`src/rtl/adpll_gain_sweeper.sv`:
```
// Steps the ADPLL kp/ki gains over a grid and scores each point by its integrated |error|.
// Optional macro GAIN_SWEEP_EARLY_ABORT_EN ends a measurement window early on a large error.
module adpll_gain_sweeper #(
    parameter int KP_WIDTH      = 5,
    parameter int KI_WIDTH      = 7,
    parameter int ERR_WIDTH     = 8,
    parameter int KP_MAX        = 15,
    parameter int KI_MAX        = 15,
    parameter int HOLD_CYCLES   = 16,
    parameter int SETTLE_CYCLES = 4096,
    parameter int MEAS_CYCLES   = 4096,
    parameter int ACC_WIDTH     = 24
`ifdef GAIN_SWEEP_EARLY_ABORT_EN
    , parameter int ABORT_THRESH = 100
`endif
) (
    input  logic                        fpga_clk_i,
    input  logic                        reset_i,
    input  logic                        start_i,
    input  logic                        abort_i,
    input  logic signed [ERR_WIDTH-1:0] error_i,
    output logic                        enable_o,
    output logic [KP_WIDTH-1:0]         kp_o,
    output logic [KI_WIDTH-1:0]         ki_o,
    output logic                        busy_o,
    output logic                        done_o,
    output logic [KP_WIDTH-1:0]         best_kp_o,
    output logic [KI_WIDTH-1:0]         best_ki_o,
    output logic [ACC_WIDTH-1:0]        best_score_o
);

    localparam int CNT_MAX0 = (HOLD_CYCLES > SETTLE_CYCLES) ? HOLD_CYCLES : SETTLE_CYCLES;
    localparam int CNT_MAX  = (CNT_MAX0 > MEAS_CYCLES) ? CNT_MAX0 : MEAS_CYCLES;
    localparam int CNT_W    = $clog2(CNT_MAX + 1);

    localparam logic [KP_WIDTH-1:0] KP_LAST = KP_WIDTH'(KP_MAX);
    localparam logic [KI_WIDTH-1:0] KI_LAST = KI_WIDTH'(KI_MAX);
    localparam logic [KP_WIDTH-1:0] KP_ONE  = KP_WIDTH'(1);
    localparam logic [KI_WIDTH-1:0] KI_ONE  = KI_WIDTH'(1);

    typedef enum logic [2:0] {
        S_IDLE, S_HOLD, S_SETTLE, S_MEASURE, S_COMPARE, S_DONE
    } state_t;

    state_t                 r_state, w_next;
    logic [CNT_W-1:0]       r_cnt;
    logic [KP_WIDTH-1:0]    r_kp, r_best_kp;
    logic [KI_WIDTH-1:0]    r_ki, r_best_ki;
    logic [ACC_WIDTH-1:0]   r_acc, r_best_score;
    logic [ACC_WIDTH-1:0]   w_abs_ext;
    logic                   w_hold_end, w_settle_end, w_meas_end;
    logic                   w_ki_more, w_kp_more, w_spike;

    // Magnitude in ERR_WIDTH unsigned bits, so the most negative code maps to 2^(ERR_WIDTH-1).
    function automatic logic [ERR_WIDTH-1:0] abs_err(input logic [ERR_WIDTH-1:0] e);
        return e[ERR_WIDTH-1] ? (~e + ERR_WIDTH'(1)) : e;
    endfunction

    function automatic logic [ACC_WIDTH-1:0] sat_add(input logic [ACC_WIDTH-1:0] a,
                                                     input logic [ACC_WIDTH-1:0] b);
        logic [ACC_WIDTH:0] s;
        s = {1'b0, a} + {1'b0, b};
        return s[ACC_WIDTH] ? {ACC_WIDTH{1'b1}} : s[ACC_WIDTH-1:0];
    endfunction

    assign w_abs_ext    = {{(ACC_WIDTH-ERR_WIDTH){1'b0}}, abs_err(error_i)};
    assign w_hold_end   = (r_cnt == CNT_W'(HOLD_CYCLES - 1));
    assign w_settle_end = (r_cnt == CNT_W'(SETTLE_CYCLES - 1));
    assign w_meas_end   = (r_cnt == CNT_W'(MEAS_CYCLES - 1));
    assign w_ki_more    = (r_ki < KI_LAST);
    assign w_kp_more    = (r_kp < KP_LAST);

`ifdef GAIN_SWEEP_EARLY_ABORT_EN
    assign w_spike = (r_state == S_MEASURE) && (w_abs_ext > ACC_WIDTH'(ABORT_THRESH));
`else
    assign w_spike = 1'b0;
`endif

    always_ff @(posedge fpga_clk_i) begin
        if (reset_i) begin
            r_state <= S_IDLE;
        end else begin
            r_state <= w_next;
        end
    end

    always_comb begin
        w_next = r_state;
        case (r_state)
            S_IDLE:    if (start_i) w_next = S_HOLD;
            S_HOLD:    if (w_hold_end) w_next = S_SETTLE;
            S_SETTLE:  if (w_settle_end) w_next = S_MEASURE;
            S_MEASURE: if (w_meas_end || w_spike) w_next = S_COMPARE;
            S_COMPARE: w_next = (w_ki_more || w_kp_more) ? S_HOLD : S_DONE;
            S_DONE:    w_next = S_IDLE;
            default:   w_next = S_IDLE;
        endcase
        // Abort overrides everything, including a start arriving in the same cycle.
        if (abort_i) w_next = S_IDLE;
    end

    always_ff @(posedge fpga_clk_i) begin
        if (reset_i || r_state == S_IDLE || w_next != r_state) begin
            r_cnt <= '0;
        end else begin
            r_cnt <= r_cnt + CNT_W'(1);
        end
    end

    always_ff @(posedge fpga_clk_i) begin
        if (reset_i) begin
            r_kp         <= '0;
            r_ki         <= '0;
            r_acc        <= '0;
            r_best_kp    <= '0;
            r_best_ki    <= '0;
            r_best_score <= '1;
        end else if (abort_i) begin
            r_kp <= '0;
            r_ki <= '0;
        end else begin
            case (r_state)
                S_IDLE: begin
                    if (start_i) begin
                        r_kp         <= KP_ONE;
                        r_ki         <= KI_ONE;
                        r_best_score <= '1;
                    end
                end
                S_SETTLE:  r_acc <= '0;
                S_MEASURE: r_acc <= w_spike ? {ACC_WIDTH{1'b1}} : sat_add(r_acc, w_abs_ext);
                S_COMPARE: begin
                    // Strict compare: on a tie the earlier grid point stays best.
                    if (r_acc < r_best_score) begin
                        r_best_score <= r_acc;
                        r_best_kp    <= r_kp;
                        r_best_ki    <= r_ki;
                    end
                    if (w_ki_more) begin
                        r_ki <= r_ki + KI_ONE;
                    end else if (w_kp_more) begin
                        r_ki <= KI_ONE;
                        r_kp <= r_kp + KP_ONE;
                    end
                end
                S_DONE: begin
                    r_kp <= '0;
                    r_ki <= '0;
                end
                default: ;
            endcase
        end
    end

    assign enable_o     = (r_state == S_SETTLE) || (r_state == S_MEASURE) || (r_state == S_COMPARE);
    assign busy_o       = (r_state != S_IDLE);
    assign done_o       = (r_state == S_DONE);
    assign kp_o         = r_kp;
    assign ki_o         = r_ki;
    assign best_kp_o    = r_best_kp;
    assign best_ki_o    = r_best_ki;
    assign best_score_o = r_best_score;

endmodule

```
`config.mk`:
```
export PLATFORM = sky130hd
export DESIGN_NAME = adpll_gain_sweeper
export DESIGN_NICKNAME = d
export VERILOG_FILES = /design/src/rtl/adpll_gain_sweeper.sv
export SDC_FILE = /design/constraint.sdc
export NUM_CORES = 1
export LEC_CHECK = 0
export CAP_MARGIN = 10
export CELL_PAD_IN_SITES_DETAIL_PLACEMENT = 0
export CELL_PAD_IN_SITES_GLOBAL_PLACEMENT = 1
export CORE_MARGIN = 2
export CORE_UTILIZATION = 42
export CTS_BUF_LIST = sky130_fd_sc_hd__clkbuf_16
export DETAILED_ROUTE_END_ITERATION = 7
export PLACE_DENSITY_LB_ADDON = 0.15
export SETUP_SLACK_MARGIN = 0.05
export SYNTH_ARGS = -nofsm -noshare
export SYNTH_HDL_FRONTEND = slang
export SYNTH_SLANG_ARGS = --single-unit
```
`constraint.sdc`:
```
create_clock -name fpga_clk_i -period 3.27 [get_ports fpga_clk_i]
set_input_delay 0.327 -clock fpga_clk_i [delete_from_list [all_inputs] [get_ports fpga_clk_i]]
set_output_delay 0.327 -clock fpga_clk_i [all_outputs]
set_load 0.01 [all_outputs]
```
==> results_tabular.tex, run 1 <==
\begin{tabular}{lr}
\hline
Metric & Value \\
\hline
\multicolumn{2}{l}{\textbf{Die}} \\
\quad Die X & 115 um \\
\quad Row cnt & 40 \\
\quad Floorplan Core Area & around 0.012 mm\^{}2 \\
\quad Die Area & 0.0133 mm\^{}2 \\
\quad Number of top-level pins & 63 \\
\quad Initial standard-cell utilization of the core & between 40\% and 50\% \\
\quad Die Height & about 120 um \\
\multicolumn{2}{l}{\textbf{Critical path}} \\
\quad Critical path endpoint category & flop \\
\quad Worst-case reg-to-reg path depth & 10 \\
\quad Launching point of the worst reg2reg path & r\_acc[0] \\
\quad Worst endpoint required time & approximately 3500 ps \\
\quad Setup slack of the most critical reg-to-reg path & 840 ps \\
\quad Reg-to-reg endpoint & r\_acc[14] \\
\quad Maximum net fanout on the critical path & 5 \\
\quad Startpoint Class & primary input \\
\quad Class of the most critical setup path & in2reg \\
\quad CP Data Arrival Time & 3090 ps \\
\multicolumn{2}{l}{\textbf{Drt}} \\
\quad Detailed-route wire length & 12900 um \\
\quad Antenna-violating nets left & 0 \\
\quad Vias per inst & 5.27 \\
\quad DRC errors left & 0 \\
\quad Initial DRC count & $\sim$160 \\
\quad Number of detailed-route iterations in the first pass & 4 \\
\quad Via count & 4587 \\
\quad Routed length per instance & approximately 15 um \\
\multicolumn{2}{l}{\textbf{Yosys}} \\
\quad Synthesized net count & 683 \\
\quad Synthesized area & 0.00521 mm\^{}2 \\
\quad Synth async-reset ratio & 0\% \\
\quad Fraction of synthesized cell area taken by the top area cell type & about 34\% \\
\quad Number of library cell types mapped by synthesis & 74 \\
\quad Number of enable-type register cells in the synthesized netlist & 0 \\
\quad Portion of the post-synthesis area used by sequential elements & 33.8\% \\
\quad Warnings from Yosys & 0 \\
\quad Cells taking the most area after synthesis & sky130\_fd\_sc\_hd\_\_dfxtp\_1, sky130\_fd\_sc\_hd\_\_ha\_1, sky130\_fd\_sc\_hd\_\_nor2\_1, sky130\_fd\_sc\_hd\_\_mux2i\_1, sky130\_fd\_sc\_hd\_\_nand2\_1 \\
\quad Most common cell in the synthesized netlist & sky130\_fd\_sc\_hd\_\_nor2\_1 \\
\quad Mean post-synth cell area & slightly above 8 um\^{}2 \\
\quad Commonest cells in the netlist & sky130\_fd\_sc\_hd\_\_nor2\_1, sky130\_fd\_sc\_hd\_\_dfxtp\_1, sky130\_fd\_sc\_hd\_\_nand2\_1, sky130\_fd\_sc\_hd\_\_inv\_1, sky130\_fd\_sc\_hd\_\_mux2i\_1 \\
\quad Cell type with the highest aggregate area in the netlist & sky130\_fd\_sc\_hd\_\_dfxtp\_1 \\
\quad Gate Count Post-Synth & $\sim$640 \\
\quad Register bit total from synthesis & 88 \\
\quad Dominant synthesized flop cell & sky130\_fd\_sc\_hd\_\_dfxtp\_1 \\
\multicolumn{2}{l}{\textbf{Global routing}} \\
\quad Antenna violations before repair & 0 \\
\quad Grt total ovfl & 0 \\
\quad Maximum number of pins on one net before global-route repair & 37 \\
\quad GR Util All Layers & about a fifth \\
\quad Wire length of the first global-routing pass & 21700 um \\
\quad Via count of the first global-routing pass & $\sim$4500 \\
\multicolumn{2}{l}{\textbf{Timing}} \\
\quad Unrepaired setup endpoints after global routing & false \\
\quad Period utilization & roughly 88\% \\
\quad Measured slew at the worst slew-check pin & between 600 and 700 ps \\
\quad Final setup violating endpoints & 0 \\
\quad Total Neg Setup Slack & 0 ps \\
\quad Number of max-slew violations in the final report & 0 \\
\quad Worst path setup slack after routing & roughly 410 ps \\
\quad Final critical-path required period & around 2900 ps \\
\quad Worst slew slack as a fraction of its limit & a little under three fifths \\
\quad Highest attainable clock frequency & 349 MHz \\
\quad Worst clock skew & $\sim$7.5 ps \\
\quad Final Hold Viols & 0 \\
\multicolumn{2}{l}{\textbf{Min path}} \\
\quad Hold EP & r\_cnt[0] \\
\quad Path class of the lowest-slack min-delay path & reg2reg \\
\quad Start point of the worst hold path & r\_cnt[0] \\
\quad Worst hold path stage count & 1 \\
\multicolumn{2}{l}{\textbf{Place}} \\
\quad HPWL reported at the end of detailed placement & roughly 9500 um \\
\quad Worst slack at placement & 40.9 ps \\
\quad RePlAce Congestion & just under 0.9 \\
\quad Total of buffers placed on input and output ports & 62 \\
\multicolumn{2}{l}{\textbf{Clock network}} \\
\quad Worst skew pair latency & between 300 and 400 ps \\
\quad Number of resized instances in the post-cts repair step & 0 \\
\quad Deepest level of the CTS H-tree & 3 \\
\quad CTS tree & done \\
\quad Longest Clk Path Bufs & 2 \\
\quad TritonCTS sink count & around 90 \\
\quad Clock input transition at the sequential cells of the worst setup and hold paths & 60 ps \\
\quad Number of CTS-inserted buffers & 9 \\
\quad Cts hold-fix bufs & 0 \\
\quad Clk root buf & sky130\_fd\_sc\_hd\_\_clkbuf\_16 \\
\quad Post-CTS repair timing setup buffer count & 0 \\
\multicolumn{2}{l}{\textbf{Power}} \\
\quad Switching Power & roughly 520 uW \\
\quad Share of power burned in registers & 50.1\% \\
\quad Power density normalized to cell area & around 340 mW/mm\^{}2 \\
\quad Fraction of power consumed by combinational cells & 5.4\% \\
\quad Maximum resistive drop on vdd & $\sim$0.31 mV \\
\quad Switching share of power & approximately 24\% \\
\quad Relative contribution of the clock network to total power & about 45\% \\
\quad Reported leakage power & 2.55 nW \\
\quad Overall Power & between 2 and 2.5 mW \\
\quad Internal cell power & approximately 1.6 mW \\
\multicolumn{2}{l}{\textbf{Cells and area}} \\
\quad End-of-flow core utilization & 52.1\% \\
\quad Share of final-layout standard cells stronger than drive strength 1 & under 10\% \\
\quad Multi-input gate area & 0.00316 mm\^{}2 \\
\quad Sequential cell area & between 0.0015 and 0.002 mm\^{}2 \\
\quad Area Overhead vs Synth & 20.6\% \\
\quad Diode count & 0 \\
\quad Final nets & 746 \\
\quad Number of filler cells placed in the layout & 1178 \\
\multicolumn{2}{l}{\textbf{Run status}} \\
\quad Result of the run & complete, no violations \\
\multicolumn{2}{l}{\textbf{Job}} \\
\quad Total of max-cap violations & 0 \\
\hline
\end{tabular}
[worst max-delay path: stages]
cell,delay (ps)
sky130_fd_sc_hd__clkdlybuf4s50_1,480
sky130_fd_sc_hd__inv_1,60
sky130_fd_sc_hd__ha_1,270
sky130_fd_sc_hd__nand2_1,40
sky130_fd_sc_hd__o21ai_0,120
sky130_fd_sc_hd__inv_1,110
sky130_fd_sc_hd__fa_1,440
sky130_fd_sc_hd__nor2b_1,180
sky130_fd_sc_hd__o2111ai_1,160
sky130_fd_sc_hd__and3_1,260
sky130_fd_sc_hd__nor4_2,280
sky130_fd_sc_hd__buf_4,170
sky130_fd_sc_hd__o21ai_0,70
sky130_fd_sc_hd__o2bb2ai_1,140
[cells in the final DEF, fill, tap and decap left out, drive strengths merged, types with 14 or more instances in the layout]
cell type,count
nor3,15
inv,44
mux2i,37
nand2,75
dfxtp,88
xnor2,16
nor2,106
clkdlybuf4s50,62
a21oi,33
o21ai,28
ha,35
nand3,14
[stage by stage]
step           area (um^2)  instances  hold slack [ps]
2_1_floorplan         5210        635              418
3_3_place_gp          6010        855              431
3_5_place_dp          6010        855              437
4_1_cts               6290        871              452
5_1_grt               6290        871              471
6_report              6290        871              445
[power groups by stage]
stage | Clock [mW] | Combinational (mW) | Sequential, mW
after detailed placement | 0 | 0.117 | 1.10
after CTS | 0.997 | 0.118 | 1.08
after global routing | 1.03 | 0.130 | 1.08
after floorplan | 0 | 0.0784 | 1.10
after global placement | 0 | 0.116 | 1.10
final | 0.960 | 0.117 | 1.08
[routing by layer]
layer  vias up  global-route usage (%)  wire, um
met5         -                       0         0
met4         0                    6.83       144
met3        15                    4.39       442
met2        84                    34.6      6220
met1      2139                    26.1      6110
li1       2349                       -         -
[registers in the layout, summed over array words and instances (netlist names)]
name          count
best_score_o     24
r_state           3
kp_o              5
r_cnt            13
best_kp_o         5
ki_o              7
r_acc            24
best_ki_o         7
[how the worst max path moves through the flow]
stage	start	to	cells past startpoint
2_1_floorplan	error_i[1]	r_acc[16]	12
3_3_place_gp	error_i[0]	r_acc[14]	14
3_5_place_dp	error_i[0]	r_acc[14]	14
4_1_cts	error_i[0]	r_acc[14]	14
5_1_grt	error_i[0]	r_acc[14]	14
6_report	error_i[0]	r_acc[14]	14
[cells by family (layout without fill, tap and decap cells)]
kind of cell / after synthesis / count (layout) / share of synthesized area [%]
AND/OR/NAND/NOR: 267 / 267 / 25.1
AO/OA/AOI/OAI: 121 / 121 / 15.7
flip-flops: 88 / 88 / 33.8
buffers and inverters: 64 / 132 / 5.86
multiplexers: 37 / 37 / 7.10
adder cells (fa/ha/maj): 36 / 36 / 8.78
XOR/XNOR: 22 / 22 / 3.70
[final cells by class]
class | instances | area share, %
repair buffers | 74 | 11.5
clock inverters | 7 | 0.756
multi-input cells | 483 | 50.3
well taps | 168 | 3.34
clock buffers | 9 | 3.58
inverters | 42 | 2.51
flip-flops and latches | 88 | 28.0
No activity file was read; power rests on OpenSTA's default activity.
==> run 2: changes to the inputs <==
CTS_CLUSTER_DIAMETER = 80   (was unset)
SLEW_MARGIN = 20   (was unset)
==> results of run 2 <==
No change in the layout: final DEF, timing and power equal those of run 1.
==> run 3: changes to the inputs <==
CELL_PAD_IN_SITES_DETAIL_PLACEMENT = 1   (was 0)
==> run 3 against run 2 <==
Core utilization shrank 0.11 points. Via count up 5.0%. Register-to-register slack lost 170 ps. Non-clock buffer count unchanged. Sequential power about the same. Critical path type unchanged. Largest power group unchanged.
==> results_tabular.tex, run 3 (synthesis gave the netlist of run 1 again) <==
\begin{tabular}{lr}
\hline
Metric & Value \\
\hline
\multicolumn{2}{l}{\textbf{Min path}} \\
\quad Worst hold path stage count & 1 (unchanged) \\
\quad Path class of the lowest-slack min-delay path & reg2reg (unchanged) \\
\quad Start point of the worst hold path & r\_cnt[0] (unchanged) \\
\multicolumn{2}{l}{\textbf{Global routing}} \\
\quad Grt total ovfl & 0 (unchanged) \\
\quad GR Util All Layers & 23.1\% (was 20.5\%) \\
\quad Maximum number of pins on one net before global-route repair & 37 (unchanged) \\
\quad Via count of the first global-routing pass & 5084 (was 4544) \\
\quad Wire length of the first global-routing pass & 24600 um (was 21700 um) \\
\quad Antenna violations before repair & 0 (unchanged) \\
\multicolumn{2}{l}{\textbf{Clock network}} \\
\quad Clock input transition at the sequential cells of the worst setup and hold paths & 70 ps (was 60 ps) \\
\quad Post-CTS repair timing setup buffer count & 0 (unchanged) \\
\quad TritonCTS sink count & 88 (unchanged) \\
\quad Number of CTS-inserted buffers & 9 (unchanged) \\
\quad Worst skew pair latency & 350 ps (about the same) \\
\quad CTS tree & done (unchanged) \\
\quad Deepest level of the CTS H-tree & 3 (unchanged) \\
\quad Longest Clk Path Bufs & 2 (unchanged) \\
\quad Clk root buf & sky130\_fd\_sc\_hd\_\_clkbuf\_16 (unchanged) \\
\multicolumn{2}{l}{\textbf{Place}} \\
\quad HPWL reported at the end of detailed placement & 11100 um (was 9540 um) \\
\quad Worst slack at placement & -126 ps (was 40.9 ps) \\
\quad RePlAce Congestion & 0.894 (unchanged) \\
\quad Placed cell count & 855 (unchanged) \\
\quad Total of buffers placed on input and output ports & 62 (unchanged) \\
\multicolumn{2}{l}{\textbf{Drt}} \\
\quad Antenna-violating nets left & 0 (unchanged) \\
\quad DRC errors left & 0 (unchanged) \\
\quad Vias per inst & 5.54 (was 5.27) \\
\quad Number of detailed-route iterations in the first pass & 4 (unchanged) \\
\quad Detailed-route wire length & 14600 um (was 12900 um) \\
\quad Via count & 4818 (was 4587) \\
\quad Routed length per instance & 16.8 um (was 14.8 um) \\
\quad Initial DRC count & 166 (was 164) \\
\multicolumn{2}{l}{\textbf{Critical path}} \\
\quad Launching point of the worst reg2reg path & r\_acc[0] (unchanged) \\
\quad Worst-case reg-to-reg path depth & 10 (unchanged) \\
\quad Start point of the critical path & error\_i[0] (unchanged) \\
\quad Critical path endpoint category & flop (unchanged) \\
\quad CP Data Arrival Time & 3280 ps (was 3090 ps) \\
\quad Maximum net fanout on the critical path & 5 (unchanged) \\
\quad Worst endpoint required time & 3510 ps (was 3500 ps) \\
\quad Setup slack of the most critical reg-to-reg path & 670 ps (was 840 ps) \\
\quad Class of the most critical setup path & in2reg (unchanged) \\
\quad Startpoint Class & primary input (unchanged) \\
\multicolumn{2}{l}{\textbf{Timing}} \\
\quad Number of max-slew violations in the final report & 0 (unchanged) \\
\quad Final Hold Viols & 0 (unchanged) \\
\quad Final critical-path required period & 3040 ps (was 2860 ps) \\
\quad Worst slew slack as a fraction of its limit & 53.4\% (was 55.1\%) \\
\quad Worst path setup slack after routing & 227 ps (was 406 ps) \\
\quad Worst clock skew & 8.58 ps (was 7.52 ps) \\
\quad Highest attainable clock frequency & 329 MHz (was 349 MHz) \\
\quad Final setup violating endpoints & 0 (unchanged) \\
\quad Unrepaired setup endpoints after global routing & false (unchanged) \\
\quad Measured slew at the worst slew-check pin & 698 ps (was 673 ps) \\
\quad Period utilization & 93.0\% (was 87.6\%) \\
\multicolumn{2}{l}{\textbf{Die}} \\
\quad Row cnt & 40 (unchanged) \\
\quad Initial standard-cell utilization of the core & 43.2\% (unchanged) \\
\quad Die Height & 115 um (unchanged) \\
\quad Die X & 115 um (unchanged) \\
\quad Floorplan Core Area & 0.0121 mm\^{}2 (unchanged) \\
\quad Number of top-level pins & 63 (unchanged) \\
\quad Die Area & 0.0133 mm\^{}2 (unchanged) \\
\multicolumn{2}{l}{\textbf{Cells and area}} \\
\quad Final Non-Filler Cells & 869 (was 871) \\
\quad Diode count & 0 (unchanged) \\
\quad End-of-flow core utilization & 52.0\% (was 52.1\%) \\
\quad Most common library cell in the layout ignoring fill and taps & sky130\_fd\_sc\_hd\_\_nor2\_1 (unchanged) \\
\quad Area Overhead vs Synth & 20.3\% (was 20.6\%) \\
\quad Final nets & 746 (unchanged) \\
\quad Share of final-layout standard cells stronger than drive strength 1 & 7.70\% (was 7.82\%) \\
\quad Leading cell types in the layout, fill and taps excluded & sky130\_fd\_sc\_hd\_\_nor2\_1, sky130\_fd\_sc\_hd\_\_dfxtp\_1, sky130\_fd\_sc\_hd\_\_nand2\_1 (unchanged) \\
\multicolumn{2}{l}{\textbf{Power}} \\
\quad Reported leakage power & 2.56 nW (was 2.55 nW) \\
\quad Power density normalized to cell area & 340 mW/mm\^{}2 (was 343 mW/mm\^{}2) \\
\quad Maximum resistive drop on vdd & 0.196 mV (was 0.306 mV) \\
\multicolumn{2}{l}{\textbf{Run status}} \\
\quad Result of the run & complete, no violations (unchanged) \\
\multicolumn{2}{l}{\textbf{Job}} \\
\quad Total of max-cap violations & 0 (unchanged) \\
\hline
\end{tabular}
-- run 3: cell types whose count changed in the layout (fill, tap and decap cells not counted), sizes merged --
cell | before | now
clkinvlp | 3 | 1
-- run 3: metrics by stage --
stage	area (um^2)	TNS [ps]	hold WS, ps	power [mW]
after floorplan	5210	0	418	1.18
after global placement	6010	0	431	1.22
after detailed placement	6010	-649	438	1.23
after CTS	6270	0	453	2.15
after global routing	6270	0	486	2.20
final	6270	0	449	2.13
-- run 3: cell type report --
cell class / count / area [um^2]
Timing Repair Buffer: 74 / 723
Sequential cell: 88 / 1760
Clock buffer: 9 / 225
Inverter: 42 / 158
Fill cell: 1463 / 5790
Multi-Input combinational cell: 483 / 3170
Tap cell: 168 / 210
Clock inverter: 5 / 28.8
-- run 3: where the power goes --
part / leakage [nW] / total, mW / switching [mW] / internal, mW
clock: 0.130 / 0.932 / 0.431 / 0.501
sequential: 0.710 / 1.08 / 0.00663 / 1.07
combinational: 1.72 / 0.120 / 0.0726 / 0.0479
total: 2.56 / 2.13 / 0.510 / 1.62
-- run 3: worst max-delay path, cell delays in order --
cell	delay (ps)
sky130_fd_sc_hd__clkdlybuf4s50_1	480
sky130_fd_sc_hd__inv_1	80
sky130_fd_sc_hd__ha_1	290
sky130_fd_sc_hd__nand2_1	40
sky130_fd_sc_hd__o21ai_0	120
sky130_fd_sc_hd__inv_1	110
sky130_fd_sc_hd__fa_1	450
sky130_fd_sc_hd__nor2b_1	200
sky130_fd_sc_hd__o2111ai_1	200
sky130_fd_sc_hd__and3_1	290
sky130_fd_sc_hd__nor4_2	290
sky130_fd_sc_hd__buf_4	180
sky130_fd_sc_hd__o21ai_0	80
sky130_fd_sc_hd__o2bb2ai_1	140
-- run 3: routing by layer --
layer / wire length (um) / share of wire, % / GRT usage (%) / vias to the layer above
met3: 378 / 2.6 / 2.93 / 18
met4: 224 / 1.5 / 7.87 / 0
li1: - / - / - / 2354
met5: 0 / 0 / 0 / -
met2: 7460 / 51 / 41.8 / 79
met1: 6550 / 45 / 28.1 / 2367
-- run 3: repair_timing --
item                       CTS  global route
setup endpoints to repair    0             1
resized for setup            0             1
hold buffers                 0             0
-- run 3: final timing paths --
| check | end |
|---|---|
| worst max-delay path | r_acc[14] |
| worst min-delay path | r_cnt[0] |
| worst min register to register | r_cnt[0] |
| worst max register to register | r_acc[14] |
